$ cat config.mk
export PLATFORM = sky130hd
export DESIGN_NAME = interrupt_request_sync
export DESIGN_NICKNAME = d
export VERILOG_FILES = /design/src/rtl/interrupt_request_sync.sv
export SDC_FILE = /design/constraint.sdc
export NUM_CORES = 1
export LEC_CHECK = 0
export CAP_MARGIN = 20
export CELL_PAD_IN_SITES_DETAIL_PLACEMENT = 0
export CELL_PAD_IN_SITES_GLOBAL_PLACEMENT = 1
export CORE_MARGIN = 5
export CORE_UTILIZATION = 39
export DETAILED_ROUTE_END_ITERATION = 10
export GPL_TIMING_DRIVEN = 1
export HOLD_SLACK_MARGIN = 0.05
export PLACE_DENSITY_LB_ADDON = 0.05
export SLEW_MARGIN = 20
export SYNTH_ARGS = -nofsm -noshare
export SYNTH_HDL_FRONTEND = slang
export SYNTH_SLANG_ARGS = --single-unit
export TNS_END_PERCENT = 5
$ cat constraint.sdc
create_clock -name clock -period 1.6 [get_ports clock]
set_input_delay 0.48 -clock clock [delete_from_list [all_inputs] [get_ports clock]]
set_output_delay 0.48 -clock clock [all_outputs]
set_load 0.005 [all_outputs]
$ cat src/rtl/interrupt_request_sync.sv
// interrupt_request_sync
//   Clocked interrupt request register (IRR) for the PIC datapath. Each IR pin
//   is synchronised, then captured per channel as either an edge-latched or a
//   level-tracking request. The IRR holds during the INTA sequence (freeze)
//   and edges seen while frozen are parked in a pending latch until release.
//   Clear strobes from the in-service/priority logic always win.
//
// Parameters
//   NUM_IRQ      number of request channels (1..32)
//   SYNC_STAGES  synchroniser depth per pin (>=2)
//
// Ports
//   clock                   system clock, rising edge
//   reset                   synchronous, active-high reset
//   interrupt_req_pin       asynchronous IR lines
//   level_sel               per channel: 1 = level, 0 = edge
//   freeze                  high during INTA; IRR holds
//   clear_interrupt_req     one-cycle clear strobes per channel
//   interrupt_req_register  registered IRR
//   interrupt_pending       OR of the IRR
//   overrun_clear           (IRR_OVERRUN_EN only) clears overrun_flag bits
//   overrun_flag            (IRR_OVERRUN_EN only) sticky per-channel overrun
//
// Optional feature macro: IRR_OVERRUN_EN
module interrupt_request_sync #(
  parameter int NUM_IRQ     = 8,
  parameter int SYNC_STAGES = 2
) (
  input  logic               clock,
  input  logic               reset,
  input  logic [NUM_IRQ-1:0] interrupt_req_pin,
  input  logic [NUM_IRQ-1:0] level_sel,
  input  logic               freeze,
  input  logic [NUM_IRQ-1:0] clear_interrupt_req,
`ifdef IRR_OVERRUN_EN
  input  logic [NUM_IRQ-1:0] overrun_clear,
  output logic [NUM_IRQ-1:0] overrun_flag,
`endif
  output logic [NUM_IRQ-1:0] interrupt_req_register,
  output logic               interrupt_pending
);

  logic [NUM_IRQ-1:0] sync_q [SYNC_STAGES];
  logic [NUM_IRQ-1:0] s;
  logic [NUM_IRQ-1:0] prev_q;
  logic [NUM_IRQ-1:0] pend_q;
  logic [NUM_IRQ-1:0] rise;
  logic [NUM_IRQ-1:0] irr_next;
  logic [NUM_IRQ-1:0] pend_next;

  assign s    = sync_q[SYNC_STAGES-1];
  assign rise = s & ~prev_q;

  // Pending latch only lives while frozen; release (or a clear) empties it.
  assign pend_next = {NUM_IRQ{freeze}} & ~clear_interrupt_req &
                     (pend_q | (rise & ~level_sel));

  always_comb begin
    irr_next = interrupt_req_register;
    for (int i = 0; i < NUM_IRQ; i++) begin
      if (clear_interrupt_req[i]) begin
        irr_next[i] = 1'b0;
      end else if (freeze) begin
        irr_next[i] = interrupt_req_register[i];
      end else if (level_sel[i]) begin
        irr_next[i] = s[i];
      end else if (rise[i] || pend_q[i]) begin
        irr_next[i] = 1'b1;
      end
    end
  end

  always_ff @(posedge clock) begin
    if (reset) begin
      for (int k = 0; k < SYNC_STAGES; k++) begin
        sync_q[k] <= '0;
      end
      prev_q                 <= '0;
      pend_q                 <= '0;
      interrupt_req_register <= '0;
    end else begin
      sync_q[0] <= interrupt_req_pin;
      for (int k = 1; k < SYNC_STAGES; k++) begin
        sync_q[k] <= sync_q[k-1];
      end
      // prev tracks s even while frozen so a mode change never fakes an edge.
      prev_q                 <= s;
      pend_q                 <= pend_next;
      interrupt_req_register <= irr_next;
    end
  end

  assign interrupt_pending = |interrupt_req_register;

`ifdef IRR_OVERRUN_EN
  logic [NUM_IRQ-1:0] overrun_set;

  // A new edge arriving on a bit that is still requesting (frozen or not).
  assign overrun_set = rise & ~level_sel & interrupt_req_register &
                       ~clear_interrupt_req;

  always_ff @(posedge clock) begin
    if (reset) begin
      overrun_flag <= '0;
    end else begin
      overrun_flag <= (overrun_flag & ~overrun_clear) | overrun_set;
    end
  end
`endif

endmodule

==> flow_summary.yaml <==
worst_setup_path:
  path_class: "register to output pin"
  startpoint_type: "register"
  end_kind: "output pin"
  cp_data_required_time_ns: 1.12
  worstPathMaxFanout: 2
  cp-startpoint: "interrupt_req_register[3]$_SDFFE_PP0P_"
  reg2reg_from: "interrupt_req_register[4]$_SDFFE_PP0P_"
  worstPathArrival_ns: 1.08
floorplanning:
  die_x_um: 71.50
  top_level_ports: 36
  row_count: 22
  design.core.area_um2: 3661
  die_h_um: 71.50
  initial_utilization_pct: 40.29
  die-area_um2: 5112
grt:
  grt_pass1_wl_mm: 5.292
  grt_usage_pct: 12.98
  grt-ovfl-total: 0
  antenna_found_initial: 0
  grt_start_max_net_pins: 20
  grt_pass1_vias: 1222
place:
  gp_congestion: 0.7977
  dp_hpwl_mm: 2.274
  port_buffers: 35
job:
  max-cap-violations: 0
power_and_ir_drop:
  finalPower_mw: 2.045
  power.ir.vdd_worst_uv: 630.2
  leakagePower_nw: 0.8756
  p_per_area_nw_per_um2: 983.5
detailed_routing:
  vias: 1127
  drtIter0Drc: 26
  wire_per_inst_um: 12.55
  vias_per_cell: 4.755
  drc_errors: 0
  drt_wl_total_mm: 2.975
  ant_nets: 0
  drtPass1Iterations: 4
synthesis:
  ys_seq_area_share_pct: 54.28
  synth_top_area_cell: "dfxtp_1"
  synth_top_area_share_pct: 54.28
  postSynthCellCount: 138
  synthTopCellsByArea: "dfxtp_1 (54%), nor2b_1 (8.9%), nor4_1 (4.7%)"
  synth_warnings: 0
  ys_ff_latch: 40
  syn_area_um2: 1475
  synth_nets: 165
  avgSynthCellArea_um2: 10.69
  ys_types: 20
worst_hold_path:
  hold_class: "register to register"
  min-delay-start: "sync_q[0][2]$_SDFF_PP0_"
clock_network:
  h-tree-depth: 2
  clock_sinks: 40
  path_clk_slew_ns: 0.07
  cts_tree: "done"
  cts_buffers: 5
  cts-root-buf: "clkbuf_8"
  clk_latency_ns: 0.28
  clockBufferDepth: 2
  cts_setup_buffers: 0
cells_and_area:
  syn_to_final_growth_pct: 40.97
  multi_input_area_um2: 599.3
  drive_above_1_share_pct: 21.16
  register_area_um2: 810.8
  insertedDiodeCount: 0
  final_nets: 215
  fill_cells: 325
timing:
  max_slew.worst_pin.slew_ns: 0.3708
  period_needed_ns: 1.559
  finalCritPeriodShare_pct: 97.45
  tns_ns: 0
  clock_skew_ns: 0.003726
  slew_viol_final: 0
  relSlewSlack_pct: 74.64
  finalSetupViolations: 0
  hold_viol: 0
  rsz0062_at_grt: "yes"
  max_freq_mhz: 641.4
run_status:
  outcome: "complete, no violations"
## placed cells by master, fill, tap and decap left out, types with 3 or more instances in the layout
master	synthesis	final
a2111oi_0	3	3
a21oi_1	4	4
a31oi_1	4	4
and2b_1	7	7
buf_4	1	13
clkbuf_8	0	5
clkdlybuf4s50_1	0	26
dfxtp_1	40	32
dfxtp_2	0	8
dlygate4sd2_1	0	7
inv_1	12	12
nand2b_1	8	8
nor2b_1	21	21
nor3_1	4	4
nor4_1	11	9
nor4_2	3	4
nor4b_2	4	4
o31ai_1	8	8
## where the power goes
part           total (mW)  switching [mW]  internal [mW]  leakage [nW]
logic               0.223          0.0865          0.136         0.490
registers            1.05          0.0170           1.03         0.331
clock network       0.776           0.314          0.462        0.0552
total                2.05           0.418           1.63         0.876
## per-layer routing
| metal | vias to the layer above | wire length [µm] | global-route usage [%] |
|---|---|---|---|
| li1 | 578 | - | - |
| met2 | 23 | 1481 | 21.84 |
| met3 | 4 | 143 | 4.208 |
| met1 | 522 | 1318 | 15.03 |
| met4 | 0 | 31 | 5.637 |
| met5 | - | 0 | 0 |
## critical path, cell delays in order, from the launching register on
cell and delay (ns):
dfxtp_2 0.33, nor4_2 0.27, nand2_1 0.08, clkbuf_2 0.12
## synth_stat cells
cell type	n
buf_6	3
and2b_1	7
buf_2	1
a21oi_1	4
nor4_1	11
nor3_1	4
nor2b_1	21
a2111oi_0	3
o31ai_1	8
a2111oi_2	1
inv_1	12
clkbuf_2	1
a31oi_1	4
nor4_2	3
nor4b_2	4
nand2b_1	8
buf_4	1
dfxtp_1	40
nand2_1	1
or2b_1	1
## area by class of cell
| class | instances | area share, % |
|---|---|---|
| inverters | 12 | 2.166 |
| flip-flops and latches | 40 | 38.99 |
| clock buffers | 6 | 3.490 |
| well taps | 48 | 2.888 |
| repair buffers | 49 | 21.96 |
| clock inverters | 2 | 1.685 |
| multi-input cells | 80 | 28.82 |
## metrics by stage
step	cell area, µm²	utilization [%]	instances	hold WS [ns]	setup slack, ns
2_1_floorplan	1475	-	138	0.4109	0.4518
3_3_place_gp	1952	53.32	229	0.4131	-0.01075
3_5_place_dp	1952	53.32	229	0.4185	-0.06913
4_1_cts	2067	56.46	237	0.4364	-0.1053
5_1_grt	2079	56.80	237	0.4625	-0.04522
6_report	2079	56.80	237	0.4323	0.04081
## logic make-up after synthesis
kind of cell / synth area share, %
AO/OA/AOI/OAI: 9.924
buffers and inverters: 6.530
flip-flops: 54.28
AND/OR/NAND/NOR: 29.26
## worst paths after layout
path	to	slack, ns	cells past startpoint
min reg2reg	sync_q[0][10]$_SDFF_PP0_	0.43	1
max	interrupt_pending	0.04	3
min	sync_q[0][10]$_SDFF_PP0_	0.43	1
max reg2reg	interrupt_req_register[4]$_SDFFE_PP0P_	0.59	3
## flip-flops by register name, indices dropped and copies added, names as in the netlist
signal / count
pend_q: 8
sync_q: 16
interrupt_req_register: 8
prev_q: 8
## timing repair
| action | in CTS | in global routing |
|---|---|---|
| resized for setup | 18 | 4 |
| setup endpoints to repair | 9 | 2 |
| pin swaps | 2 | 0 |
| hold buffers | 0 | 0 |
(Power assumes the default switching activity.)
